$ cat src/rtl/dsp_rr_scheduler.sv
// Round-robin issue of two operand streams into one pipelined DSP slice
// computing P = A*(D+B) +/- C, with C alignment and ID tag tracking.
module dsp_rr_scheduler #(
  parameter int LATENCY = 4,
  parameter int CNT_W   = 16
) (
  input  logic             clk,
  input  logic             rst_n,
  input  logic             req0_valid,
  output logic             req0_ready,
  input  logic [17:0]      req0_a,
  input  logic [17:0]      req0_b,
  input  logic [17:0]      req0_d,
  input  logic [47:0]      req0_c,
  input  logic             req1_valid,
  output logic             req1_ready,
  input  logic [17:0]      req1_a,
  input  logic [17:0]      req1_b,
  input  logic [17:0]      req1_d,
  input  logic [47:0]      req1_c,
  input  logic             issue_en,
  output logic [17:0]      dsp_a,
  output logic [17:0]      dsp_b,
  output logic [17:0]      dsp_d,
  output logic [47:0]      dsp_c,
  input  logic [47:0]      dsp_p,
  output logic             rsp_valid,
  output logic             rsp_id,
  output logic [47:0]      rsp_p,
  output logic             busy,
  output logic [CNT_W-1:0] issued0_cnt,
  output logic [CNT_W-1:0] issued1_cnt
);

  localparam int FW = $clog2(LATENCY + 3) + 1;

  logic             r_prio;
  logic             w_issue;
  logic             w_id;
  logic [17:0]      w_a;
  logic [17:0]      w_b;
  logic [17:0]      w_d;
  logic [47:0]      w_c;
  logic [17:0]      r_a;
  logic [17:0]      r_b;
  logic [17:0]      r_d;
  logic [47:0]      r_c [0:LATENCY-2];
  logic [LATENCY:0] r_tag_v;
  logic [LATENCY:0] r_tag_id;
  logic             r_rsp_valid;
  logic             r_rsp_id;
  logic [47:0]      r_rsp_p;
  logic [FW-1:0]    r_infl;
  logic [CNT_W-1:0] r_cnt0;
  logic [CNT_W-1:0] r_cnt1;

  // Grant: prio side wins when both are valid; a lone requester always wins.
  assign req0_ready = issue_en & req0_valid
                    & (~r_prio | ~req1_valid);
  assign req1_ready = issue_en & req1_valid
                    & (r_prio | ~req0_valid);
  assign w_issue = (req0_valid & req0_ready)
                 | (req1_valid & req1_ready);
  assign w_id = req1_valid & req1_ready;

  // Operand select for the granted requester; zeros when idle.
  always_comb begin
    w_a = '0;
    w_b = '0;
    w_d = '0;
    w_c = '0;
    unique case (1'b1)
      (w_issue & ~w_id): begin
        w_a = req0_a;
        w_b = req0_b;
        w_d = req0_d;
        w_c = req0_c;
      end
      (w_issue & w_id): begin
        w_a = req1_a;
        w_b = req1_b;
        w_d = req1_d;
        w_c = req1_c;
      end
      default: ;
    endcase
  end

  // Priority pointer flips to the other side after each issue.
  always_ff @(posedge clk) begin
    if (!rst_n)
      r_prio <= 1'b0;
    else if (w_issue)
      r_prio <= ~w_id;
  end

  // Issue register driving the slice A/B/D ports.
  always_ff @(posedge clk) begin
    if (!rst_n) begin
      r_a <= '0;
      r_b <= '0;
      r_d <= '0;
    end else begin
      r_a <= w_a;
      r_b <= w_b;
      r_d <= w_d;
    end
  end

  // C delay line: tail lines up with the slice post-adder stage.
  always_ff @(posedge clk) begin
    if (!rst_n) begin
      for (int i = 0; i <= LATENCY - 2; i++)
        r_c[i] <= '0;
    end else begin
      r_c[0] <= w_c;
      for (int i = 1; i <= LATENCY - 2; i++)
        r_c[i] <= r_c[i-1];
    end
  end

  // Tag shift register follows each issue through the slice.
  always_ff @(posedge clk) begin
    if (!rst_n) begin
      r_tag_v  <= '0;
      r_tag_id <= '0;
    end else begin
      r_tag_v  <= {r_tag_v[LATENCY-1:0], w_issue};
      r_tag_id <= {r_tag_id[LATENCY-1:0], w_id};
    end
  end

  // Response capture when a tag reaches the tail; data holds otherwise.
  always_ff @(posedge clk) begin
    if (!rst_n) begin
      r_rsp_valid <= 1'b0;
      r_rsp_id    <= 1'b0;
      r_rsp_p     <= '0;
    end else begin
      r_rsp_valid <= r_tag_v[LATENCY];
      if (r_tag_v[LATENCY]) begin
        r_rsp_id <= r_tag_id[LATENCY];
        r_rsp_p  <= dsp_p;
      end
    end
  end

  // In-flight count: up on issue, down on response strobe.
  always_ff @(posedge clk) begin
    if (!rst_n)
      r_infl <= '0;
    else begin
      unique case ({w_issue, r_rsp_valid})
        2'b10:   r_infl <= r_infl + 1'b1;
        2'b01:   r_infl <= r_infl - 1'b1;
        default: r_infl <= r_infl;
      endcase
    end
  end

  // Per-requester saturating issue counters.
  always_ff @(posedge clk) begin
    if (!rst_n) begin
      r_cnt0 <= '0;
      r_cnt1 <= '0;
    end else begin
      if (w_issue && !w_id && r_cnt0 != '1)
        r_cnt0 <= r_cnt0 + 1'b1;
      if (w_issue && w_id && r_cnt1 != '1)
        r_cnt1 <= r_cnt1 + 1'b1;
    end
  end

  assign dsp_a       = r_a;
  assign dsp_b       = r_b;
  assign dsp_d       = r_d;
  assign dsp_c       = r_c[LATENCY-2];
  assign rsp_valid   = r_rsp_valid;
  assign rsp_id      = r_rsp_id;
  assign rsp_p       = r_rsp_p;
  assign busy        = (r_infl != '0);
  assign issued0_cnt = r_cnt0;
  assign issued1_cnt = r_cnt1;

endmodule
$ cat config.mk
export PLATFORM = sky130hd
export DESIGN_NAME = dsp_rr_scheduler
export DESIGN_NICKNAME = d
export VERILOG_FILES = /design/src/rtl/dsp_rr_scheduler.sv
export SDC_FILE = /design/constraint.sdc
export NUM_CORES = 1
export LEC_CHECK = 0
export ABC_CLOCK_PERIOD_IN_PS = 2300
export BUFFER_PORTS_ARGS = -buffer_cell sky130_fd_sc_hd__buf_4
export CAP_MARGIN = 5
export CORE_AREA = 8 8 168 170
export CTS_BUF_LIST = sky130_fd_sc_hd__clkbuf_16
export DETAILED_ROUTE_END_ITERATION = 16
export DIE_AREA = 0 0 176 178
export HOLD_SLACK_MARGIN = 0.1
export PLACE_DENSITY = 0.72
export SETUP_SLACK_MARGIN = 0.1
export SYNTH_ARGS = -nofsm -noshare
export SYNTH_HDL_FRONTEND = slang
export SYNTH_SLANG_ARGS = --single-unit
$ cat constraint.sdc
create_clock -name clk -period 2.3 [get_ports clk]
set_input_delay 0.46 -clock clk [delete_from_list [all_inputs] [get_ports clk]]
set_output_delay 0.46 -clock clk [all_outputs]
set_load 0.05 [all_outputs]
==> reports/summary.md, run 1 <==
The run finished with clean final reports. The tools report the number of buffers created by CTS as 30. The launching instance or port of the critical path is r_prio.

The net count of the finished layout is 1567. The arrival time of the worst setup path was 1620 ps; the number of sinks on the clock net was 295. The tools report the largest net degree at the start of global routing as 131. 444 I/O pins were placed.

The logic depth of the worst register-to-register path is 5. The number of nets in the synthesized netlist is 1161. From left edge to right edge, the die measures 176 µm. The congestion estimate from routability-driven global placement came to 0.8195. The logs give 469.5 µV for the worst-case vdd ir drop and 47.70% for the headroom to the max-slew limit.

The final worst clock skew came out at 12.06 ps. The final-report max-slew violation count was 0. The total wire length was 30.13 mm. For this block, the via count after detailed routing is 8054.

Yosys mapped the design onto 42 distinct sky130hd cell types. The wire-length estimate of the detail-placed layout is 22.47 mm. The detail route stage leaves a number of antenna-violating nets equal to 0. The classification of the worst-slack hold path was primary input to register. The violation count after the first detailed-routing iteration was 316; the critical path depth was 3. Counting flops and latches in the post-synthesis netlist gives 295. Among all cell types in the netlist, the one instantiated most often is sky130_fd_sc_hd__dfxtp_1. For flop-to-flop paths, the worst setup slack is 310 ps. For this run, design rule violations remaining after detail routing come to 0. The signal on the critical path passes through nor2b_1 > nor2_1 > buf_4. No sink is reached through more buffers than the 3 on the longest clock path. The die is 178 µm tall. Across every metal layer, demand over resource in global routing totals 17.99%. The number of global-route vias before repair is 8330. The post-place setup slack was -16.03 ps. TritonCTS built the clock tree. The critical path buffer and inverter count was 1. Family of cells with the greatest summed delay on the critical path: simple AND/OR/NAND/NOR gates.

Post-CTS repair changed the size of 0 cells. The run gives 45.43 mm as the first-pass GRT wire length. In the final layout, flip-flops and latches occupy 5907 µm². The final critical path takes up 90.55% of the cycle. The clock latency at the later pin of the worst-skew pair was 540 ps; the count of warnings emitted by yosys was 0. The tools report the number of antenna violations at the first check in global routing as 3. Max-cap violations in this run came to 0. The tools report the maximum operating frequency as 480.2 MHz. The layout overhead on the synthesized area came out at 45.90%. CTS placed an instance of sky130_fd_sc_hd__clkbuf_16 at the clock tree root. For this configuration, the core starts out at a cell density of 38.79%.

After layout, the minimum clock period comes to 2083 ps. The synthesized design spends more area on one cell type than any other, namely sky130_fd_sc_hd__dfxtp_1. Setup violations remaining at the end of the flow were counted as 0.

Counting instances in the post-synthesis netlist gives the leading cell types as 295 x sky130_fd_sc_hd__dfxtp_1, 109 x sky130_fd_sc_hd__and2_1, 102 x sky130_fd_sc_hd__a22o_1, 61 x sky130_fd_sc_hd__nor2_1, 55 x sky130_fd_sc_hd__mux2i_1. After clock tree synthesis, the clock-pin slew on the worst setup and hold paths is 60 ps. Ranked by total cell area, the synthesized netlist is headed by sky130_fd_sc_hd__dfxtp_1 59%, sky130_fd_sc_hd__a22o_1 9.0%, sky130_fd_sc_hd__and2_1 6.9%, sky130_fd_sc_hd__mux2i_1 5.5%, sky130_fd_sc_hd__buf_4 3.6%. The launch point of the worst reg-to-reg path was r_prio. The layout cell share with drive strength beyond 1 is 38.51%. On the critical path, the stage with the largest delay is an instance of sky130_fd_sc_hd__nor2b_1. After synthesis the cells add up to 9936 µm².

The worst register-to-register path ends at dsp_b[9]. After detailed routing, the average wire length per cell comes to 18.10 µm. In the synthesized netlist the async set-or-reset flop fraction comes to 0%. The logs give 3443 µm² for the multi-input gate area in the final layout and 59 for the count of standard-cell rows. After synthesis, the largest area contributor takes up 59.44% of total cell area. The tools report the sequential fraction of the synthesis area as 59.44%. The logs give 2194 for the number of fillers in the final layout and 0 for the total overflow reported by the global router. The first TritonRoute pass finished after 4 iterations.

The core region is 25620 µm². The completed layout was analyzed and its total power is 11200 µW. Input and output buffers added on the ports amount to 443.

In this run the static leakage power is 0.006487 µW. In this run the worst path has a maximum fanout of 5. Setup repair after global routing left no endpoint under its margin.

The delay of the slowest cell on the worst path was 350 ps; the overall die area was 31330 µm². After synthesis, the mean cell area works out to 11.06 µm². Counting every instance in the synthesized netlist gives 898. Data on the critical path is required at its endpoint by 1840 ps.

The per-cell via count in the routed design was 4.837. For the slack of the critical path, the log shows 217.4 ps. The critical path ends at req1_ready. For this design the ratio of total power to cell area is 772.4 nW/µm². The tools report the final count of hold timing violations as 0. The worst setup path is captured at an output pin. The count of H-tree levels built during CTS is 1, and the slew at the pin closest to its max-slew limit is 784.5 ps. The startpoint kind of the worst setup timing path was a register. The category of the most critical setup path is register to output pin.

In this run, synthesis inferred 0 flip-flops with an integrated enable. The most used flip-flop cell after synthesis was sky130_fd_sc_hd__dfxtp_1.
-- timing repair --
item	4_1_cts	5_1_grt
hold buffers	16	0
hold endpoints to repair	15	0
setup buffers	0	0
-- state kept, by name (all words and copies together), names as in the netlist --
register and flops:
r_c 144, dsp_b 18, r_tag_id 5, r_tag_v 5, issued1_cnt 16, issued0_cnt 16
r_prio 1, dsp_a 18, rsp_id 1, dsp_d 18, r_infl 4, rsp_valid 1
rsp_p 48
-- power by group --
| part | switching (µW) | internal [µW] | leakage, µW |
|---|---|---|---|
| combinational | 517 | 495 | 0.00358 |
| sequential | 41.7 | 5240 | 0.00239 |
| clock | 1970 | 2930 | 0.000508 |
| total | 2530 | 8670 | 0.00649 |
-- through the flow --
step           instances  cell area (µm²)  setup TNS, ps  utilization, %  hold slack (ps)
2_1_floorplan        898             9936              0               -            405.7
6_report            1665            14500              0           56.59            127.6
4_1_cts             1662            14490              0           56.56            100.0
3_5_place_dp        1591            13320         -16.03           52.00            410.5
5_1_grt             1665            14500              0           56.59            100.8
3_3_place_gp        1591            13320              0           52.00            412.7
-- worst reg2reg max path, stage by stage (launching register included) --
cell and delay [ps]:
sky130_fd_sc_hd__dfxtp_1 330, sky130_fd_sc_hd__nor2b_1 350, sky130_fd_sc_hd__nor3_2 140, sky130_fd_sc_hd__buf_12 210, sky130_fd_sc_hd__a22o_1 310, sky130_fd_sc_hd__dlygate4sd3_1 540
-- cell type report --
cell class / instances / share of cell area [%]
clock inverters: 25 / 1.787
flip-flops and latches: 295 / 40.75
multi-input cells: 493 / 23.75
inverters: 7 / 0.1813
well taps: 335 / 2.891
diodes: 3 / 0.05179
clock buffers: 30 / 5.179
repair buffers: 477 / 25.41
-- metal layers --
layer	GRT usage (%)	routed length [µm]
met1	19.50	11610
met2	32.88	15360
met3	5.779	2442
met4	5.581	717
met5	0	0
-- cells in the final DEF, fill, tap and decap left out, drive strengths merged, types with 5 or more instances in the layout --
cell type,count
clkbuf,30
and3,7
o21ai,10
inv,14
nor3,8
nand2,19
and2,109
dlygate4sd3,16
buf,461
a21oi,21
and4,7
o31ai,7
clkinv,10
ha,5
nand2b,7
mux2i,55
bufinv,5
a22o,102
nor2,61
nor4,5
nand3,12
dfxtp,295
or3,6
or4,7
nand4,15
-- worst min path at each step --
stage	start	endpoint	slack, ps	cells past startpoint
after floorplan	r_tag_v[1]	r_tag_v[2]	410	1
after global placement	r_tag_v[1]	r_tag_v[2]	410	1
after detailed placement	r_tag_v[1]	r_tag_v[2]	410	1
after CTS	req0_c[38]	r_c[0][38]	100	2
after global routing	req0_a[6]	dsp_a[6]	100	2
final	req0_c[8]	r_c[0][8]	130	2
-- cells by family (layout without fill, tap and decap cells) --
| family | count (synthesis) | in the layout | synth area share, % |
|---|---|---|---|
| AO/OA/AOI/OAI | 162 | 162 | 12.97 |
| XOR/XNOR | 2 | 2 | 0.1763 |
| adder cells (fa/ha/maj) | 6 | 6 | 0.8311 |
| buffers and inverters | 110 | 539 | 6.032 |
| flip-flops | 295 | 295 | 59.44 |
| multiplexers | 55 | 55 | 5.541 |
| other | 0 | 3 | 0 |
| AND/OR/NAND/NOR | 268 | 268 | 15.01 |
(Power assumes the default switching activity.)
==> run 2: changes to the inputs <==
- CORE_AREA: 8 8 168 170 -> 2 2 172 174
- DIE_AREA: 0 0 176 178 -> 0 0 174 176
- PLACE_DENSITY: 0.72 -> 0.66
==> reports/summary.md, run 2 (same netlist as run 1, synthesis figures left out) <==
The run finished with clean final reports. The clock share of power is 45.0%. In this run the power density over the cells is 774.3 nW/µm². The run gives 11540 µW as the total power draw. Category of the most critical setup path: register to output pin.

The tools report the maximum operating frequency as 484.8 MHz. In the layout the commonest cells are 457 x sky130_fd_sc_hd__buf_4, 294 x sky130_fd_sc_hd__dfxtp_1, 109 x sky130_fd_sc_hd__and2_1, 102 x sky130_fd_sc_hd__a22o_1, 60 x sky130_fd_sc_hd__nor2_1. The worst register-to-register path begins at r_prio. The longest clock path from root to sink contains 3 buffers. The logic depth of the worst register-to-register path came out at 5. The maximum fanout count along the critical path came out at 4.

Final count of hold timing violations: 0. The first global-routing pass estimated 43.42 mm of wire. The register with the most flip-flops in the layout has 144 of them.

Subtracting the final worst setup slack from the clock period gives 2063 ps. The run gives 308 as the violation count after the first detailed-routing iteration. The overall die area was 30620 µm²; the number of buffers created by CTS was 31. Registers are responsible for 45.8% of the overall power. The net switching component of the power came out at 2556 µW.

The final number of setup-violating endpoints was 0; the number of sinks on the clock net was 295. The layout overhead on the synthesized area came out at 50.01%. The most used routing layer in global routing is met2. The number of antenna diodes in the final layout is 0.

After detailed routing, the average wire length per cell comes to 16.41 µm. The region available for standard cell placement spans 28550 µm². For this run, the slowest stage of the critical path takes 510 ps. The clock-pin transition on the worst setup and hold timing paths works out to 60 ps.

The startpoint kind of the worst setup timing path is a register. The slowest stage of the critical path is the sky130_fd_sc_hd__or4_1 cell. The tools report the total overflow reported by the global router as 0.

At the pin with the least slew margin, the transition time is 717.1 ps. In the final layout, the multi-input gates occupy 3446 µm². Dividing the detail-routed via count by the number of cells gives 4.637. STA classifies the critical path endpoint as an output pin.

Before antenna repair, the detailed router went through 4 iterations. For the number of vias after detailed routing, the log shows 8087. The tools report the largest net degree at the start of global routing as 103. For this block, the routed nets add up to 28.61 mm of wire. Setup repair after global routing left no endpoint under its margin. The logs give 52.19% for the headroom to the max-slew limit and 62 for the count of standard-cell rows. The HPWL after detailed placement is 19.95 mm.

The clock latency at the later pin of the worst-skew pair was 540 ps. The combined global-route utilization of all metal layers was 17.52%. The logs give 1840 ps for the required time of the critical path and 34.80% for the initial core utilization. The total leakage power is 0.006662 µW.

The die extent in y works out to 176 µm. In this run the worst setup path begins at r_infl[0]. Global routing used 20.35% of the available met1 tracks. For this run, design rule violations remaining after detail routing come to 0.

The run gives 9.1% as the combinational share of power. The logs give 1 for the count of H-tree levels built during CTS and 0 for the final-report max-slew violation count. The run gives 0 as the number of antenna violations at the first check in global routing. For this design the top-level I/O count stands at 444. The tools report the area taken by flip-flops and latches as 5907 µm². r_c holds more flip-flops than any other register.

Cell chosen for the clock root: sky130_fd_sc_hd__clkbuf_16. The layout has 2525 filler cells. For this run, global-route usage on met2 was measured as 31.31%. The setup check on the worst reg-to-reg path leaves a slack of 240 ps. Once layout is complete, the utilization of the core stands at 52.21%.

In this run the horizontal extent of the chip is 174 µm. The count of nets left with antenna violations once routing finished came out at 0. Data on the critical path arrives at its endpoint at 1600 ps. Following the worst setup path forward leads to its endpoint at busy. Routability-driven placement finished with a final weighted congestion of 0.8007.

Walking the worst path, the cells encountered are or4_1 > buf_4. The internal power of the cells was 8984 µW. Most common library cell in the layout ignoring fill and taps: sky130_fd_sc_hd__buf_4. The run gives 556.1 µV as the worst-case vdd ir drop. TritonCTS built the clock tree. The layout cell share with drive strength beyond 1 works out to 37.72%. The tool flagged a number of max-cap violations equal to 0. Count of nets after finishing: 1600. In the global route stage, met3 resource usage came out at 4.651%. The number of global-route vias before repair was 8068. In the finished design, the share of the clock period the worst path needs comes to 89.68%.

Between clock sinks in the finished design, the worst skew comes to 4.172 ps. Net switching is 22.15% of the power. The worst reg2reg path endpoint was r_c[0][29]. The count of buffers added on input and output ports is 443. The classification of the worst-slack hold path was primary input to register.
run 2: cell count changes in the layout (fill, tap and decap cells not counted), moves of 3 or more:
cell,before,now
sky130_fd_sc_hd__diode_2,3,0
sky130_fd_sc_hd__clkinvlp_4,3,0
sky130_fd_sc_hd__buf_12,5,1
sky130_fd_sc_hd__dlygate4sd3_1,16,48
run 2: what timing repair did:
action | CTS | global route
hold buffers | 48 | 0
resized for setup | 0 | 4
buffers inserted | 0 | 0
endpoints found under the hold margin | 44 | 0
endpoints found under the setup margin | 0 | 5
run 2: final cells by class:
cell class,count,share of cell area [%]
clock buffer,31,5.205
sequential,295,39.63
clock inverter,25,1.948
inverter,7,0.1763
timing repair buffer,509,26.70
multi-input combinational,493,23.12
tap,384,3.224
run 2: critical path: cells and delay by family, from the launching register on:
kind / cells / cell delay [ps]
flip-flops: 1 / 350
buffers and inverters: 1 / 210
AND/OR/NAND/NOR: 1 / 510
run 2: routing by layer:
metal,part of all wire [%],up-vias
met2,49,338
met4,3.4,0
met1,40,3700
met3,7.2,56
met5,0,-
li1,-,3993
run 2: worst min path at each step:
stage | slack [ps] | cells past startpoint | from | endpoint
2_1_floorplan | 410 | 1 | r_tag_v[1] | r_tag_v[2]
3_3_place_gp | 410 | 1 | r_tag_v[1] | r_tag_v[2]
3_5_place_dp | 420 | 1 | r_tag_v[1] | r_tag_v[2]
4_1_cts | 100 | 2 | req1_c[18] | r_c[0][18]
5_1_grt | 100 | 2 | req0_c[35] | r_c[0][35]
6_report | 130 | 2 | req0_c[9] | r_c[0][9]
run 2: power groups by stage:
| stage | clock network, µW | logic, µW | registers (µW) |
|---|---|---|---|
| after floorplan | 0 | 300 | 5560 |
| after global placement | 0 | 978 | 5400 |
| after detailed placement | 0 | 986 | 5400 |
| after CTS | 5350 | 1050 | 5290 |
| after global routing | 5560 | 1120 | 5300 |
| final | 5200 | 1050 | 5290 |
run 2: through the flow:
stage	hold WS [ps]	std cells	TNS [ps]	setup WS (ps)	area, µm²
2_1_floorplan	405.7	898	0	114.7	9936
3_3_place_gp	407.2	1639	-2.009	-2.009	13340
3_5_place_dp	416.9	1639	0	10.77	13340
4_1_cts	100.0	1743	0	147.3	14880
5_1_grt	100.5	1744	0	135.1	14900
6_report	129.6	1744	0	237.3	14900
==> run 3: changes to the inputs <==
- CORE_AREA: 2 2 172 174 -> 2 2 174 176
- CTS_BUF_LIST: sky130_fd_sc_hd__clkbuf_16 -> sky130_fd_sc_hd__clkbuf_8
- DIE_AREA: 0 0 174 176 -> 0 0 176 178
- PLACE_DENSITY: 0.66 -> 0.65
==> reports/summary.md, run 3 (same netlist as run 1, synthesis figures left out) <==
The run finished with clean final reports. Clock-pin transition on the worst setup and hold timing paths: 60 ps. The count of standard-cell rows was 63.

The die covers 31330 µm². The highest metal layer carrying signal wires in the routed design is met4. At the pin with the least slew margin, the transition time is 678.6 ps.

For this run, the share of the core covered by cells in the final layout is 53.02%. Entering global routing, the biggest net connects 131 pins. The number of sinks on the clock net came out at 295. The tools report the maximum operating frequency as 486.2 MHz.

The final worst clock skew was 21.45 ps. The post-route clock period utilization is 89.42%, and the layout overhead on the synthesized area is 56.91%. The switching part of the total power works out to 23.65%. STA classifies the critical path endpoint as a register.

The routed design could run at a clock period as short as 2057 ps. After detailed routing, the number of vias per cell comes to 4.558. Final count of hold timing violations: 0.

Across the run, the number of max-cap violations was 0. The logs give 290 for the violation count after the first detailed-routing iteration and 444 for the top-level port count. Number of antenna violations at the first check in global routing: 0. Clock latency on the worst-skew pair, taken at its later pin, is 550 ps.

The run gives 0 as the final number of setup-violating endpoints. STA classifies the critical path startpoint as a register. Global routing finished with a remaining overflow of 0.

In this run the worst path has a maximum fanout of 87. The cell chosen for the clock root was sky130_fd_sc_hd__clkbuf_8. TritonCTS built the clock tree. The tools report the number of iterations in the first detailed-routing pass as 4. The classification of the worst-slack hold path is primary input to register. No sink is reached through more buffers than the 3 on the longest clock path. The die extent in y works out to 178 µm.

The required time of the critical path came out at 2730 ps. Leaving out fill and tap cells, the most frequent cell in the layout is sky130_fd_sc_hd__buf_4. The buffer count from post-CTS setup fixing was 0. Layout cell share with drive strength beyond 1: 37.06%.

The setup path with the least slack is of type register to register. STA puts the critical path data arrival time at 2490 ps. In this run the cell area measured after placement is 13390 µm². The tools report the number of vias after detailed routing as 8455. Number of global-route vias before repair: 8331.

TritonCTS created 50 clock buffers. The first global-routing pass estimated 43.68 mm of wire. The congestion estimate from routability-driven global placement came to 0.7742. Setup repair after global routing left no endpoint under its margin.

The die is 176 µm wide. The combined global-route utilization of all metal layers is 17.59%. The standard cell core area is 29400 µm². The tools report the met2 wire length as 14.38 mm.

Per report_power, the clock group accounts for 42.0% of the total. Dividing the detail-routed wire length by the instance count gives 15.71 µm. The number of flip-flops under the largest register name is 144. The tools report the final-report max-slew violation count as 0. The internal power of the cells totals 8483 µW. More flip-flops sit in one register than any other, and that register is r_c. The net count of the finished layout is 1691.

Setup slack on the critical path of the routed design comes to 243.3 ps. The library cells used most frequently in the layout, excluding fill and tap cells, are 459 x sky130_fd_sc_hd__buf_4, 294 x sky130_fd_sc_hd__dfxtp_1, 118 x sky130_fd_sc_hd__dlygate4sd3_1, 109 x sky130_fd_sc_hd__and2_1, 102 x sky130_fd_sc_hd__a22o_1. The total power draw was 11110 µW; the combinational share of power was 10.4%. For the count of H-tree levels built during CTS, the log shows 2.

For the worst hold margin, the log shows 140.7 ps. Once detailed placement completed, the half-perimeter wirelength came to 19.99 mm. The run gives 0.007102 µW as the total leakage power. For the power share of the sequential group, the log shows 47.6%. For the net switching component of the power, the log shows 2627 µW. The repair_antennas step left the layout with diodes totalling 0. The number of buffers inserted by port buffering was 443. The logs give 0 for the number of design rule violations left after detail routing and 33.79% for the initial core utilization.

The post-place setup slack was -72.17 ps. The count of nets left with antenna violations once routing finished came out at 0. The routed design uses 2.280 mm of met3 wire. After detailed routing, the wire length on met1 is 11.53 mm. The worst-case IR drop observed on VDD is 546.0 µV. In this run the power density over the cells is 712.6 nW/µm². The final layout contains routed wiring with a total length of 29.15 mm. Headroom to the max-slew limit came out at 54.76%. The final standard cell area without fillers is 15590 µm².
## run 3: changes by cell type in the layout (fill, tap and decap cells not counted), moves of 4 or more
cell,change
sky130_fd_sc_hd__bufinv_16,-4
sky130_fd_sc_hd__clkbuf_16,-32
sky130_fd_sc_hd__clkbuf_8,+58
sky130_fd_sc_hd__clkinv_1,-5
sky130_fd_sc_hd__dlygate4sd3_1,+70
sky130_fd_sc_hd__inv_1,+10
## run 3: final cells by class
class                      count  area (µm²)
timing repair buffer         581        4707
sequential                   295        5907
clock buffer                  58       798.3
fill                        2579       13810
inverter                       7       26.28
tap                          390       488.0
multi-input combinational    493        3446
clock inverter                31       217.7
## run 3: repair_timing
| item | in CTS | in global routing |
|---|---|---|
| resized for setup | 0 | 1 |
| endpoints found under the hold margin | 69 | 0 |
| endpoints found under the setup margin | 0 | 1 |
| hold buffers | 118 | 0 |
## run 3: critical path, cell delays in order (launching register included)
cell and delay, ps:
sky130_fd_sc_hd__dfxtp_1 330, sky130_fd_sc_hd__nor2b_1 330, sky130_fd_sc_hd__nor3_2 110, sky130_fd_sc_hd__buf_12 210, sky130_fd_sc_hd__a22o_1 310, sky130_fd_sc_hd__dlygate4sd3_1 540
## run 3: power by group through the flow
stage               registers, µW  logic (µW)  clock network [µW]
global route                 5300        1230                5080
finish                       5290        1150                4670
detailed placement           5400        1010                   0
global placement             5400         997                   0
floorplan                    5560         300                   0
CTS                          5290        1150                4850
## run 3: per-layer routing
| metal | vias up | track usage (%) |
|---|---|---|
| met3 | 59 | 5.264 |
| met5 | - | 0 |
| met1 | 3857 | 19.75 |
| li1 | 4171 | - |
| met4 | 0 | 7.266 |
| met2 | 368 | 31.17 |
## run 3: final timing paths
| kind | start | to | slack, ps | depth (start not counted) |
|---|---|---|---|---|
| max | r_prio | r_c[0][40] | 240 | 5 |
| min reg2reg | r_tag_v[1] | r_tag_v[2] | 430 | 1 |
| min | req0_c[23] | r_c[0][23] | 140 | 2 |
| max reg2reg | r_prio | r_c[0][40] | 240 | 5 |
## run 3: per-stage QoR
stage | setup TNS, ps | std cells
after floorplan | 0 | 898
after global placement | -81.30 | 1648
after detailed placement | -72.17 | 1648
after CTS | 0 | 1855
after global routing | 0 | 1855
final | 0 | 1855
